==> src/rtl/mem_interface.sv <==
// mem_interface: memory access unit between the multi-cycle controller and a
// unified instruction/data memory port. Converts controller strobes into
// request/ready transactions, holds IR and MDR, decodes IR fields and stalls
// the controller while an access is outstanding.
//
//   state | meaning
//   ------+----------------------------------------------------------
//   IDLE  | no access outstanding; a command is accepted this cycle
//   BUSY  | mem_req high, waiting for mem_ready or the timeout abort
module mem_interface #(
    parameter int TIMEOUT_CYCLES = 16
) (
    input  logic        clk,
    input  logic        reset,
    input  logic        MemRead,
    input  logic        MemWrite,
    input  logic        IorD,
    input  logic        IRWrite,
    input  logic [31:0] PC,
    input  logic [31:0] ALUOut,
    input  logic [31:0] WriteData,
    output logic        mem_req,
    output logic        mem_we,
    output logic [31:0] mem_addr,
    output logic [31:0] mem_wdata,
    input  logic [31:0] mem_rdata,
    input  logic        mem_ready,
    output logic        Stall,
    output logic [31:0] Instruction,
    output logic [5:0]  OpCode,
    output logic [4:0]  Rs,
    output logic [4:0]  Rt,
    output logic [4:0]  Rd,
    output logic [4:0]  Shamt,
    output logic [5:0]  Funct,
    output logic [15:0] Imm16,
    output logic [25:0] JumpAddr,
    output logic [31:0] MDR,
    output logic        AlignErr,
    output logic        CmdErr,
    output logic        TimeoutErr
);

    typedef enum logic {
        ST_IDLE = 1'b0,
        ST_BUSY = 1'b1
    } state_t;

    // Count value on the last BUSY cycle before an unanswered access aborts.
    localparam logic [7:0] TO_LAST = 8'(TIMEOUT_CYCLES - 1);

    state_t      r_state;
    state_t      w_next_state;
    logic [31:0] r_addr;
    logic        r_we;
    logic [31:0] r_wdata;
    logic        r_ir_load;
    logic [7:0]  r_cnt;
    logic [31:0] r_ir;
    logic [31:0] r_mdr;
    logic        r_align_err;
    logic        r_cmd_err;
    logic        r_timeout_err;

    logic        w_cmd;
    logic        w_accept;
    logic        w_done;
    logic        w_timeout;
    logic [31:0] w_sel_addr;

    // Next-state decode, handshake qualifiers and the combinational stall.
    always_comb begin
        w_next_state = r_state;
        w_cmd        = MemRead | MemWrite;
        w_sel_addr   = IorD ? ALUOut : PC;
        w_accept     = (r_state == ST_IDLE) && w_cmd;
        w_done       = (r_state == ST_BUSY) && mem_ready;
        w_timeout    = (r_state == ST_BUSY) && !mem_ready && (r_cnt == TO_LAST);
        // The stall drops in the completing or aborting cycle so the
        // controller advances on the same edge that ends the access.
        Stall        = w_accept || ((r_state == ST_BUSY) && !mem_ready && !w_timeout);
        case (r_state)
            ST_IDLE: if (w_cmd) w_next_state = ST_BUSY;
            ST_BUSY: if (w_done || w_timeout) w_next_state = ST_IDLE;
            default: w_next_state = ST_IDLE;
        endcase
    end

    // State register.
    always_ff @(posedge clk or posedge reset) begin
        if (reset) r_state <= ST_IDLE;
        else       r_state <= w_next_state;
    end

    // Latch the request on acceptance; held constant through BUSY.
    always_ff @(posedge clk or posedge reset) begin
        if (reset) begin
            r_addr    <= '0;
            r_we      <= 1'b0;
            r_wdata   <= '0;
            r_ir_load <= 1'b0;
        end else if (w_accept) begin
            r_addr    <= {w_sel_addr[31:2], 2'b00};
            r_we      <= MemWrite;
            r_wdata   <= WriteData;
            r_ir_load <= IRWrite & ~MemWrite;
        end
    end

    // Wait-cycle counter: cleared on entry to BUSY, counts unanswered cycles.
    always_ff @(posedge clk or posedge reset) begin
        if (reset) begin
            r_cnt <= '0;
        end else if (w_accept) begin
            r_cnt <= '0;
        end else if ((r_state == ST_BUSY) && !mem_ready && !w_timeout) begin
            r_cnt <= r_cnt + 8'd1;
        end
    end

    // Capture read data into MDR, and into IR for fetches, on completion only.
    always_ff @(posedge clk or posedge reset) begin
        if (reset) begin
            r_ir  <= '0;
            r_mdr <= '0;
        end else if (w_done && !r_we) begin
            r_mdr <= mem_rdata;
            if (r_ir_load) r_ir <= mem_rdata;
        end
    end

    // Sticky error flags, cleared only by reset.
    always_ff @(posedge clk or posedge reset) begin
        if (reset) begin
            r_align_err   <= 1'b0;
            r_cmd_err     <= 1'b0;
            r_timeout_err <= 1'b0;
        end else begin
            if (w_accept && (w_sel_addr[1:0] != 2'b00)) r_align_err <= 1'b1;
            if (w_accept && MemRead && MemWrite)        r_cmd_err   <= 1'b1;
            if (w_timeout)                              r_timeout_err <= 1'b1;
        end
    end

    assign mem_req     = (r_state == ST_BUSY);
    assign mem_we      = r_we;
    assign mem_addr    = r_addr;
    assign mem_wdata   = r_wdata;
    assign Instruction = r_ir;
    assign MDR         = r_mdr;
    assign OpCode      = r_ir[31:26];
    assign Rs          = r_ir[25:21];
    assign Rt          = r_ir[20:16];
    assign Rd          = r_ir[15:11];
    assign Shamt       = r_ir[10:6];
    assign Funct       = r_ir[5:0];
    assign Imm16       = r_ir[15:0];
    assign JumpAddr    = r_ir[25:0];
    assign AlignErr    = r_align_err;
    assign CmdErr      = r_cmd_err;
    assign TimeoutErr  = r_timeout_err;

endmodule

==> config.mk <==
export PLATFORM = sky130hd
export DESIGN_NAME = mem_interface
export DESIGN_NICKNAME = d
export VERILOG_FILES = /design/src/rtl/mem_interface.sv
export SDC_FILE = /design/constraint.sdc
export NUM_CORES = 1
export LEC_CHECK = 0
export ABC_AREA = 1
export BUFFER_PORTS_ARGS = -buffer_cell sky130_fd_sc_hd__buf_4
export CAP_MARGIN = 20
export CORE_ASPECT_RATIO = 1.5
export CORE_MARGIN = 3
export CORE_UTILIZATION = 36
export DETAILED_ROUTE_END_ITERATION = 12
export MAX_ROUTING_LAYER = met4
export PLACE_DENSITY_LB_ADDON = 0.05
export SYNTH_ARGS = -nofsm -noshare
export SYNTH_HDL_FRONTEND = slang
export SYNTH_SLANG_ARGS = --single-unit
==> constraint.sdc <==
create_clock -name clk -period 15.4 [get_ports clk]
set_clock_uncertainty 0.15 [all_clocks]
set_input_delay 4.62 -clock clk [delete_from_list [all_inputs] [get_ports clk]]
set_output_delay 4.62 -clock clk [all_outputs]
set_load 0.03 [all_outputs]
==> impl_results.md, run 1 <==
- Status: complete, no violations
- DRC: 0
- Vias in the first global route: around 5.1k
- Async S/R FF share, synth: between 90% and 100%
- Instance count on the critical path: 5
- Routed len/inst: approximately 15 um
- Synth area leaders: dfrtp_1 56%, nand2_1 15%, buf_4 9.2%
- Max cap viols: 0
- Netlist Area Pre-Place: 0.00620 mm^2
- Clock slew seen by the registers of the worst setup and hold paths: roughly 0.060 ns
- #FFs+latches synth: 140
- Final Core Density: approximately 53%
- XOR/XNOR Fraction of Synth Area: less than 1%
- Worst EP required: around 11 ns
- Crit path to: Stall
- First-pass GRT wire length: around 27000 um
- Cells after Synth: a little over 700
- Nets@finish: roughly 1.1k
- Slowest CP cell: buf_4
- Sequential fraction of the synthesis area: a little under three fifths
- Clock network power share: a little under a fifth
- P&R area growth vs syn: 44.0%
- Hold Path Class: register to register
- Post-synth EDFFs: 0
- Syn avg cell area: around 9 um^2
- CP top delay family: buffers and inverters
- Ports: approximately 340
- Hold Vio Cnt, Final: 0
- Reg2reg path depth: 8
- Crit path time final: roughly 10 ns
- Post-Synth Simple-Gate Area: between 10% and 20%
- CP Launch Type: input pin
- Pwr dens: 232 mW/mm^2
- Compound-Gate Fraction of Synth Area: under 10%
- Most frequent CP cell: buf_4
- Total track usage: 18.7%
- Hpwl dp: ~13000 um
- Multi-input gate area: between 0.0015 and 0.002 mm^2
- Sequential power share: just under 30%
- Setup violators final: 0
- Number of distinct library cells after synthesis: 27
- Post-CTS Hold Buffers: 0
- Final ANT Viol Nets: 0
- Synth area leader: dfrtp_1
- Worst-case vdd ir drop: 0.134 mV
- Tot Pwr: about 2100 uW
- Setup bufs post-CTS: 0
- N_diodes: 0
- GPL Wtd Cong: ~0.76
- Placeable Area: around 0.017 mm^2
- Die span in y: 167 um
- Worst Setup Path Type: input pin to output port
- Synth warn: 0
- Register area: 0.00350 mm^2
- Switching power: around 950 uW
- Inst Count DP: about 1.2k
- Port bufs: 340
- Largest family of logic cells by synthesized area: simple AND/OR/NAND/NOR gates
- Wirelength, routed: 17300 um
- Die Wd: between 100 and 150 um
- Max Fclk: approximately 96 MHz
- Crit Path Max Fanout: 43
- Largest net degree at the start of global routing: 92
- CTS tree: yes
- Synthesized-area fraction occupied by adder cells: less than 1%
- Die ar.: ~0.019 mm^2
- Skew-Pair Late Insertion Delay: 0.41 ns
- R2r setup slk: about 13 ns
- Layout fillers: approximately 1.7k
- Antenna violations before repair: 0
- Total CTS buffers: 17
- # H-tree levels: 4
- Worst setup path startpoint: MemWrite
- Synth Flop Type: dfrtp_1
- FP Rows: between 50 and 60
- CP peak stage delay: roughly 0.42 ns
- LEAKAGE: between 0.004 and 0.005 uW
- Share of layout cells above drive strength 1: ~40%
- Worst Path Buf+Inv: 3
- Period utilization: about two thirds
- Arr. time, crit path: about 5.7 ns
- Fin cells: ~1.2k
- R2r startpoint: mem_req$_DFF_PP0_
- Hold Path Stages: 2
- Internal Power: 1120 uW
- Initial Util: 36.8%
- Worst setup EP type: output port
- Worst-Margin Slew: 0.821 ns
- Combinational power share: between 50% and 60%
- DR iter-0 viols: ~290
- CTS Sinks: 140
- Setup total negative slack: 0 ns
- Worst r2r dst: r_cnt[5]$_DFFE_PP0P_
- Vias per cell: 4.49
- Total grt overflow: 0
- Slew Limit Fails: 0
- Root Buffer: clkbuf_16
- Total number of vias: around 5.3k
- Switch share: ~46%
- RSZ-0062 raised after global routing: no
- Mux contribution to synthesized area: 0%
- Crit-path cells: buf_4, o21ai_4, buf_4, nand2_1, buf_4
- Cts repair resizes: 0
- Post-synth top area share: between 50% and 60%
- Slew headroom: a little under half
- Pre-antenna DRT Iters: 4
- CTS max path bufs: 2
## power by group through the flow
stage | Clock (uW) | Sequential [uW] | Combinational [uW]
floorplan | 0 | 882 | 481
global placement | 0 | 617 | 1070
detailed placement | 0 | 622 | 1080
CTS | 407 | 619 | 1080
global route | 423 | 637 | 1130
finish | 395 | 616 | 1060
## state kept, by name, indices dropped and copies added, names as in the netlist
signal       cells
mem_wdata       32
r_cnt            8
Instruction     32
CmdErr           1
mem_req          1
r_ir_load        1
TimeoutErr       1
AlignErr         1
mem_addr        30
mem_we           1
MDR             32
## layout make-up
| type | instances | share of cell area, % |
|---|---|---|
| clock buffer | 19 | 4.96 |
| multi-input combinational | 416 | 20.5 |
| tap | 210 | 2.94 |
| sequential | 140 | 39.2 |
| clock inverter | 11 | 1.37 |
| inverter | 42 | 1.82 |
| timing repair buffer | 346 | 29.2 |
## synthesized netlist by cell type, types with 3 or more instances
library cell	number
nand4_1	5
a31oi_1	30
buf_6	3
buf_4	76
nand2_1	251
o21ai_0	66
dfrtp_1	140
clkbuf_1	21
nor2_1	38
nand3_1	7
buf_2	9
inv_1	40
## worst min-delay path by stage
stage / startpoint / slack [ns] / end
after floorplan: r_ir_load$_DFFE_PP0P_ / 0.32 / r_ir_load$_DFFE_PP0P_
after global placement: AlignErr$_DFFE_PP0P_ / 0.31 / AlignErr$_DFFE_PP0P_
after detailed placement: mem_wdata[6]$_DFFE_PP0P_ / 0.32 / mem_wdata[6]$_DFFE_PP0P_
after CTS: AlignErr$_DFFE_PP0P_ / 0.33 / AlignErr$_DFFE_PP0P_
after global routing: TimeoutErr$_DFFE_PP0P_ / 0.35 / TimeoutErr$_DFFE_PP0P_
final: mem_wdata[6]$_DFFE_PP0P_ / 0.33 / mem_wdata[6]$_DFFE_PP0P_
## worst min-delay path: stages (launching register included)
cell     delay [ns]
dfrtp_1        0.34
nand2_1        0.05
nand2_1        0.05
## logic make-up (layout without fill, tap and decap cells)
group / after synthesis / after routing
fa+ha+maj: 1 / 1
compound gates: 103 / 103
buf+inv: 151 / 418
simple gates: 308 / 308
other cells: 1 / 2
xor+xnor: 2 / 2
flops: 140 / 140
## metrics by stage
stage	hold slack, ns	cell area (um^2)	setup WS (ns)
after global placement	0.308	8350	4.93
after global routing	0.350	8930	4.83
after CTS	0.333	8930	4.92
final	0.328	8930	4.94
after detailed placement	0.317	8370	4.92
after floorplan	0.320	6210	5.49
## cells in the final DEF (no fill, tap or decap), types with 3 or more instances in the layout
| cell type | synthesis | final |
|---|---|---|
| dfrtp_1 | 140 | 140 |
| nand2_1 | 251 | 251 |
| o21ai_0 | 66 | 66 |
| inv_1 | 40 | 39 |
| nor2_1 | 38 | 38 |
| clkinvlp_4 | 0 | 4 |
| nand3_1 | 7 | 6 |
| clkinv_2 | 0 | 3 |
| clkbuf_16 | 0 | 17 |
| a31oi_1 | 30 | 30 |
| nand4_1 | 5 | 5 |
| buf_4 | 76 | 345 |
## layer usage
layer	GRT usage, %	wire [um]	up-vias
met4	7.01	272	0
met5	-	0	-
met3	4.94	1320	18
met1	20.8	6600	2430
li1	-	-	2661
met2	31.8	9070	211
(Power assumes the default switching activity.)
==> run 2: changes to the inputs <==
Clock period 15.4 ns to 10.3 ns, I/O delays scaled along.
==> run 2 against run 1 <==
Combinational power increased by 50%. Via count down 0.19%. Sequential power is 50% higher. Critical path type unchanged. Critical endpoint unchanged. Largest cell class unchanged.
==> impl_results.md, run 2 (same netlist as run 1, synthesis figures left out) <==
- Total track usage: 18.6% (-0.086 points)
- Most frequent cells in the layout: 346 x buf_4, 251 x nand2_1, 140 x dfrtp_1, 66 x o21ai_0, 39 x inv_1
- Port bufs: 340 (unchanged)
- Hpwl dp: 12600 um (-0.18%)
- Clock slew seen by the registers of the worst setup and hold paths: 0.05 ns (about the same)
- Placeable Area: 0.0168 mm^2 (unchanged)
- GPL Wtd Cong: 0.750 (-1.4%)
- Pre-antenna DRT Iters: 4 (unchanged)
- Vias per cell: 4.48 (-0.36%)
- Fin cells: 1186 (+0.17%)
- Die ar.: 0.0189 mm^2 (unchanged)
- Total number of vias: 5310 (-0.19%)
- Setup total negative slack: 0 ns (unchanged)
- CTS max path bufs: 2 (unchanged)
- Worst setup EP type: output port
- Status: complete, no violations
- First-pass GRT wire length: 27100 um (+0.28%)
- Slew Limit Fails: 0 (unchanged)
- LEAKAGE: 0.00481 uW (-0.35%)
- Slew headroom: 47.8% (+2.6 points)
- Inst Count DP: 1154 (unchanged)
- Setup violators final: 0 (unchanged)
- Cts repair resizes: 0 (unchanged)
- CP Launch Type: input pin
- Hold Vio Cnt, Final: 0 (unchanged)
- Wirelength, routed: 17300 um (+0.28%)
- Worst EP required: 7.06 ns (-3.57 ns)
- Arr. time, crit path: 4.18 ns (-1.51 ns)
- Largest net degree at the start of global routing: 85 (-7.6%)
- Share of layout cells above drive strength 1: 39.5% (about the same)
- DR iter-0 viols: 267 (-7.3%)
- Antenna violations before repair: 0 (unchanged)
- Ports: 343 (unchanged)
- Initial Util: 36.8% (unchanged)
- Layout fillers: 1671 (-0.89%)
- Pwr dens: 346 mW/mm^2 (+49%)
- Total grt overflow: 0 (unchanged)
- FP Rows: 58 (unchanged)
- Nets@finish: 1099 (unchanged)
- Commonest non-fill, non-tap cell in the layout: buf_4
- N_diodes: 0 (unchanged)
- Max Fclk: ~130 MHz
- Post-CTS Hold Buffers: 0 (unchanged)
- Crit Path Max Fanout: 43 (unchanged)
- Skew-Pair Late Insertion Delay: 0.40 ns (about the same)
- Worst Setup Path Type: input pin to output port
- # H-tree levels: 4 (unchanged)
- Routed len/inst: 14.6 um (+0.11%)
- Root Buffer: clkbuf_16
- Crit path time final: approximately 7.4 ns
- Period utilization: 72.0%
- Hold Path Class: register to register
- Worst-case vdd ir drop: 0.216 mV (+60%)
- Max cap viols: 0 (unchanged)
- Final ANT Viol Nets: 0 (unchanged)
- Die span in y: 167 um (unchanged)
- P&R area growth vs syn: 43.8%
- Setup bufs post-CTS: 0 (unchanged)
- Total CTS buffers: 17 (unchanged)
- CTS tree: yes
- DRC: 0 (unchanged)
- Vias in the first global route: 5112 (+0.12%)
- RSZ-0062 raised after global routing: no
- Die Wd: 113 um (unchanged)
- CTS Sinks: 140 (unchanged)
- Worst-Margin Slew: 0.783 ns (-0.0386 ns)
run 2: power by group:
group          internal [uW]  total [uW]  switching (uW)  leakage [uW]
registers                762         921             159       0.00171
clock network            341         579             238      0.000256
logic                    556        1590            1030       0.00285
run 2: metrics by stage:
step                util (%)  power (uW)  worst slack, ns  hold slack, ns  area [um^2]
detailed placement      49.6        2540             2.88           0.316         8360
global route            53.0        3250             2.81           0.346         8920
floorplan                  -        2040             3.31           0.320         6210
finish                  53.0        3090             2.88           0.324         8920
CTS                     53.0        3130             2.87           0.333         8920
global placement        49.6        2520             2.88           0.304         8360
run 2: final cells by class:
class                   instances  area, um^2  share of cell area (%)
well taps                     210         263                    2.95
repair buffers                346        2600                    29.1
flip-flops and latches        140        3500                    39.3
clock inverters                12         115                    1.29
clock buffers                  20         447                    5.01
inverters                      42         163                    1.82
multi-input cells             416        1830                    20.5
run 2: path summary, 6_finish.rpt:
| kind | startpoint | to | slack (ns) | depth (start not counted) |
|---|---|---|---|---|
| setup / recovery | MemWrite | Stall | 2.88 | 5 |
| hold / removal | CmdErr$_DFFE_PP0P_ | CmdErr$_DFFE_PP0P_ | 0.32 | 1 |
| setup reg to reg | mem_req$_DFF_PP0_ | r_cnt[5]$_DFFE_PP0P_ | 7.83 | 8 |
| hold reg to reg | CmdErr$_DFFE_PP0P_ | CmdErr$_DFFE_PP0P_ | 0.32 | 1 |
| max in group asynchronous | reset | MDR[21]$_DFFE_PP0P_ | 6.12 | 3 |
| min in group asynchronous | reset | mem_req$_DFF_PP0_ | 2.68 | 2 |
run 2: critical path: stages:
cell,delay [ns]
buf_4,0.13
o21ai_4,0.13
buf_4,0.42
nand2_1,0.18
buf_4,0.21
run 2: metal layers:
metal | track usage (%) | up-vias | wire length [um] | share of wire [%]
met4 | 5.02 | 0 | 252 | 1.5
met5 | - | - | 0 | 0
met2 | 31.8 | 206 | 8930 | 52
li1 | - | 2664 | - | -
met3 | 5.42 | 15 | 1330 | 7.7
met1 | 21.1 | 2425 | 6810 | 39
==> run 3: changes to the inputs <==
Settings changed: ABC_AREA 1 to 0.
Clock period 10.3 ns to 7.31 ns, I/O delays scaled along.
==> run 3 against run 2 <==
Non-clock buffer count decreased by 2. Routed wire length fell by 3.9%. Worst setup slack worse by 0.96 ns. Flip-flop and latch count unchanged. Critical path depth did not move. Final cell count down 7.7%.
==> impl_results.md, run 3 <==
- Sequential fraction of the synthesis area: 56.4% (about the same)
- Post-synth EDFFs: 0 (unchanged)
- Hold path start: AlignErr$_DFFE_PP0P_
- XOR/XNOR Fraction of Synth Area: 0.564% (+0.28 points)
- Root Buffer: clkbuf_16
- Mux contribution to synthesized area: 11.3% (+11 points)
- DRC: 0 (unchanged)
- Synth area leaders: dfrtp_1 56%, nand2_1 14%, buf_4 9.2%
- Post-synth top area share: 56.4% (about the same)
- DR iter-0 viols: 145 (-46%)
- Crit Path Max Fanout: 7 (-84%)
- Total track usage: 18.1% (-0.48 points)
- Pre-antenna DRT Iters: 4 (unchanged)
- Syn avg cell area: 10.1 um^2 (+15%)
- Antenna violations before repair: 0 (unchanged)
- Period utilization: 73.7%
- Max Fclk: ~190 MHz
- Commonest non-fill, non-tap cell in the layout: buf_4
- Layout fillers: 1508 (-9.8%)
- Post-Synth Simple-Gate Area: 16.4% (-3.1 points)
- Worst EP required: 4.97 ns (-2.09 ns)
- Slew Limit Fails: 0 (unchanged)
- Largest family of logic cells by synthesized area: simple AND/OR/NAND/NOR gates
- Synth cell count leaders: 235 x nand2_1, 140 x dfrtp_1, 76 x buf_4
- Synth area leader: dfrtp_1
- Most common cell in the synthesized netlist: nand2_1
- Worst Path Buf+Inv: 2 (-1)
- Hold Vio Cnt, Final: 0 (unchanged)
- #FFs+latches synth: 140 (unchanged)
- Cts repair resizes: 0 (unchanged)
- CTS max path bufs: 2 (unchanged)
- Ports: 343 (unchanged)
- Skew-Pair Late Insertion Delay: 0.40 ns (about the same)
- Most frequent cells in the layout: 344 x buf_4, 235 x nand2_1, 140 x dfrtp_1, 34 x mux2i_1
- Status: complete, no violations
- CTS tree: yes
- CP peak stage delay: 0.24 ns (-0.18 ns)
- Vias per cell: 4.48 (about the same)
- Synth warn: 0 (unchanged)
- P&R area growth vs syn: 45.2%
- Register area: 0.00350 mm^2 (unchanged)
- FP Rows: 58 (unchanged)
- Total grt overflow: 0 (unchanged)
- Cells after Synth: 614 (-13%)
- Routed len/inst: 15.2 um (+4.1%)
- Die ar.: 0.0189 mm^2 (about the same)
- Total number of vias: 4906 (-7.6%)
- Arr. time, crit path: 3.04 ns (-1.14 ns)
- CTS Sinks: 140 (unchanged)
- Multi-input gate area: 0.00201 mm^2 (+9.6%)
- Slowest CP cell: a21oi_4
- LEAKAGE: 0.00486 uW (+1.1%)
- CP top delay family: simple AND/OR/NAND/NOR gates
- Max cap viols: 0 (unchanged)
- GPL Wtd Cong: 0.768 (+2.3%)
- Die span in y: 167 um (about the same)
- Final ANT Viol Nets: 0 (unchanged)
- Crit path time final: around 5.4 ns
- Clock slew seen by the registers of the worst setup and hold paths: 0.06 ns (about the same)
- # H-tree levels: 4 (unchanged)
- Compound-Gate Fraction of Synth Area: 3.75% (-5.4 points)
- Async S/R FF share, synth: 100% (unchanged)
- Worst-case vdd ir drop: 0.306 mV (+42%)
- Initial Util: 36.9% (about the same)
- Number of distinct library cells after synthesis: 31 (+15%)
- Total CTS buffers: 17 (unchanged)
- Tot Pwr: 4580 uW (+48%)
- Setup total negative slack: 0 ns (unchanged)
- Post-CTS Hold Buffers: 0 (unchanged)
- Nets@finish: 1009 (-8.2%)
- Vias in the first global route: 4964 (-2.9%)
- Placeable Area: 0.0168 mm^2 (unchanged)
- Worst setup path startpoint: mem_ready
- Worst Setup Path Type: input pin to output port
- Largest net degree at the start of global routing: 98 (+15%)
- Wirelength, routed: 16600 um (-3.9%)
- Hold Path Class: register to register
- CP Launch Type: input pin
- Port bufs: 340 (unchanged)
- Setup violators final: 0 (unchanged)
- Pwr dens: 508 mW/mm^2 (+47%)
- Synthesized-area fraction occupied by adder cells: 0.202% (about the same)
- Most frequent CP cell: buf_4
- Share of layout cells above drive strength 1: 43.7% (+4.2 points)
- Hpwl dp: 12900 um (+2.4%)
- Netlist Area Pre-Place: 0.00621 mm^2 (about the same)
- N_diodes: 0 (unchanged)
- Crit-path cells: buf_4, nand2b_1, a21oi_4, or2_1, buf_4
- RSZ-0062 raised after global routing: no
- R2r startpoint: mem_we$_DFFE_PP0P_
- Worst setup EP type: output port
- Setup bufs post-CTS: 0 (unchanged)
- Worst-Margin Slew: 0.860 ns (+0.0774 ns)
- First-pass GRT wire length: 26300 um (-2.9%)
- Slew headroom: 42.7% (-5.2 points)
- Die Wd: 113 um (about the same)
- Synth Flop Type: dfrtp_1
run 3: changes by cell type after synthesis, sizes merged, moves of 30 or more:
cell | before | now
inv | 42 | 3
o21ai | 68 | 30
mux2i | 0 | 34
nor2 | 41 | 8
mux2 | 0 | 32
a31oi | 30 | 0
run 3: cells by family (layout without fill, tap and decap cells):
family	count (synthesis)	count (layout)
AO/OA/AOI/OAI	38	38
XOR/XNOR	4	4
adder cells (fa/ha/maj)	1	1
buffers and inverters	108	378
flip-flops	140	140
multiplexers	66	66
other	1	2
AND/OR/NAND/NOR	256	256
run 3: through the flow:
step | std cells | setup slack, ns | hold WS [ns] | utilization, % | cell area [um^2]
6_report | 1095 | 1.93 | 0.322 | 53.6 | 9020
5_1_grt | 1095 | 1.87 | 0.339 | 53.6 | 9020
4_1_cts | 1095 | 1.91 | 0.318 | 53.6 | 9020
3_5_place_dp | 1064 | 1.92 | 0.300 | 49.7 | 8370
3_3_place_gp | 1064 | 1.93 | 0.297 | 49.7 | 8370
2_1_floorplan | 615 | 1.21 | 0.289 | - | 6210
run 3: final timing paths:
path	end	slack, ns	depth (start not counted)
min in group asynchronous	Instruction[31]$_DFFE_PP0P_	1.82	2
worst min register to register	AlignErr$_DFFE_PP0P_	0.32	1
max in group asynchronous	MDR[23]$_DFFE_PP0P_	4.05	3
worst max register to register	Instruction[28]$_DFFE_PP0P_	4.46	5
worst min-delay path	AlignErr$_DFFE_PP0P_	0.32	1
worst max-delay path	Stall	1.93	5
run 3: metal layers:
metal / up-vias / global-route usage [%] / wire length, um
li1: 2407 / - / -
met1: 2266 / 20.2 / 6240
met2: 222 / 31.1 / 8690
met3: 11 / 5.56 / 1490
met4: 0 / 5.07 / 207
met5: - / - / 0
run 3: cell type report:
type | count | share of cell area (%)
inverters | 3 | 0.180
flip-flops and latches | 140 | 38.9
clock buffers | 17 | 4.72
multi-input cells | 367 | 22.3
repair buffers | 344 | 28.6
clock inverters | 14 | 2.43
well taps | 210 | 2.91
run 3: worst register-to-register path, delay by kind of cell, from the launching register on:
family / cells / cell delay [ns]
buffers and inverters: 2 / 0.99
and+or+nand+nor: 2 / 0.80
DFF: 1 / 0.40
muxes: 1 / 0.38
run 3: power by group:
part | switching [uW] | internal, uW | total (uW)
Sequential | 237 | 1090 | 1320
Clock | 325 | 606 | 931
Combinational | 1500 | 822 | 2330
Total | 2070 | 2510 | 4580
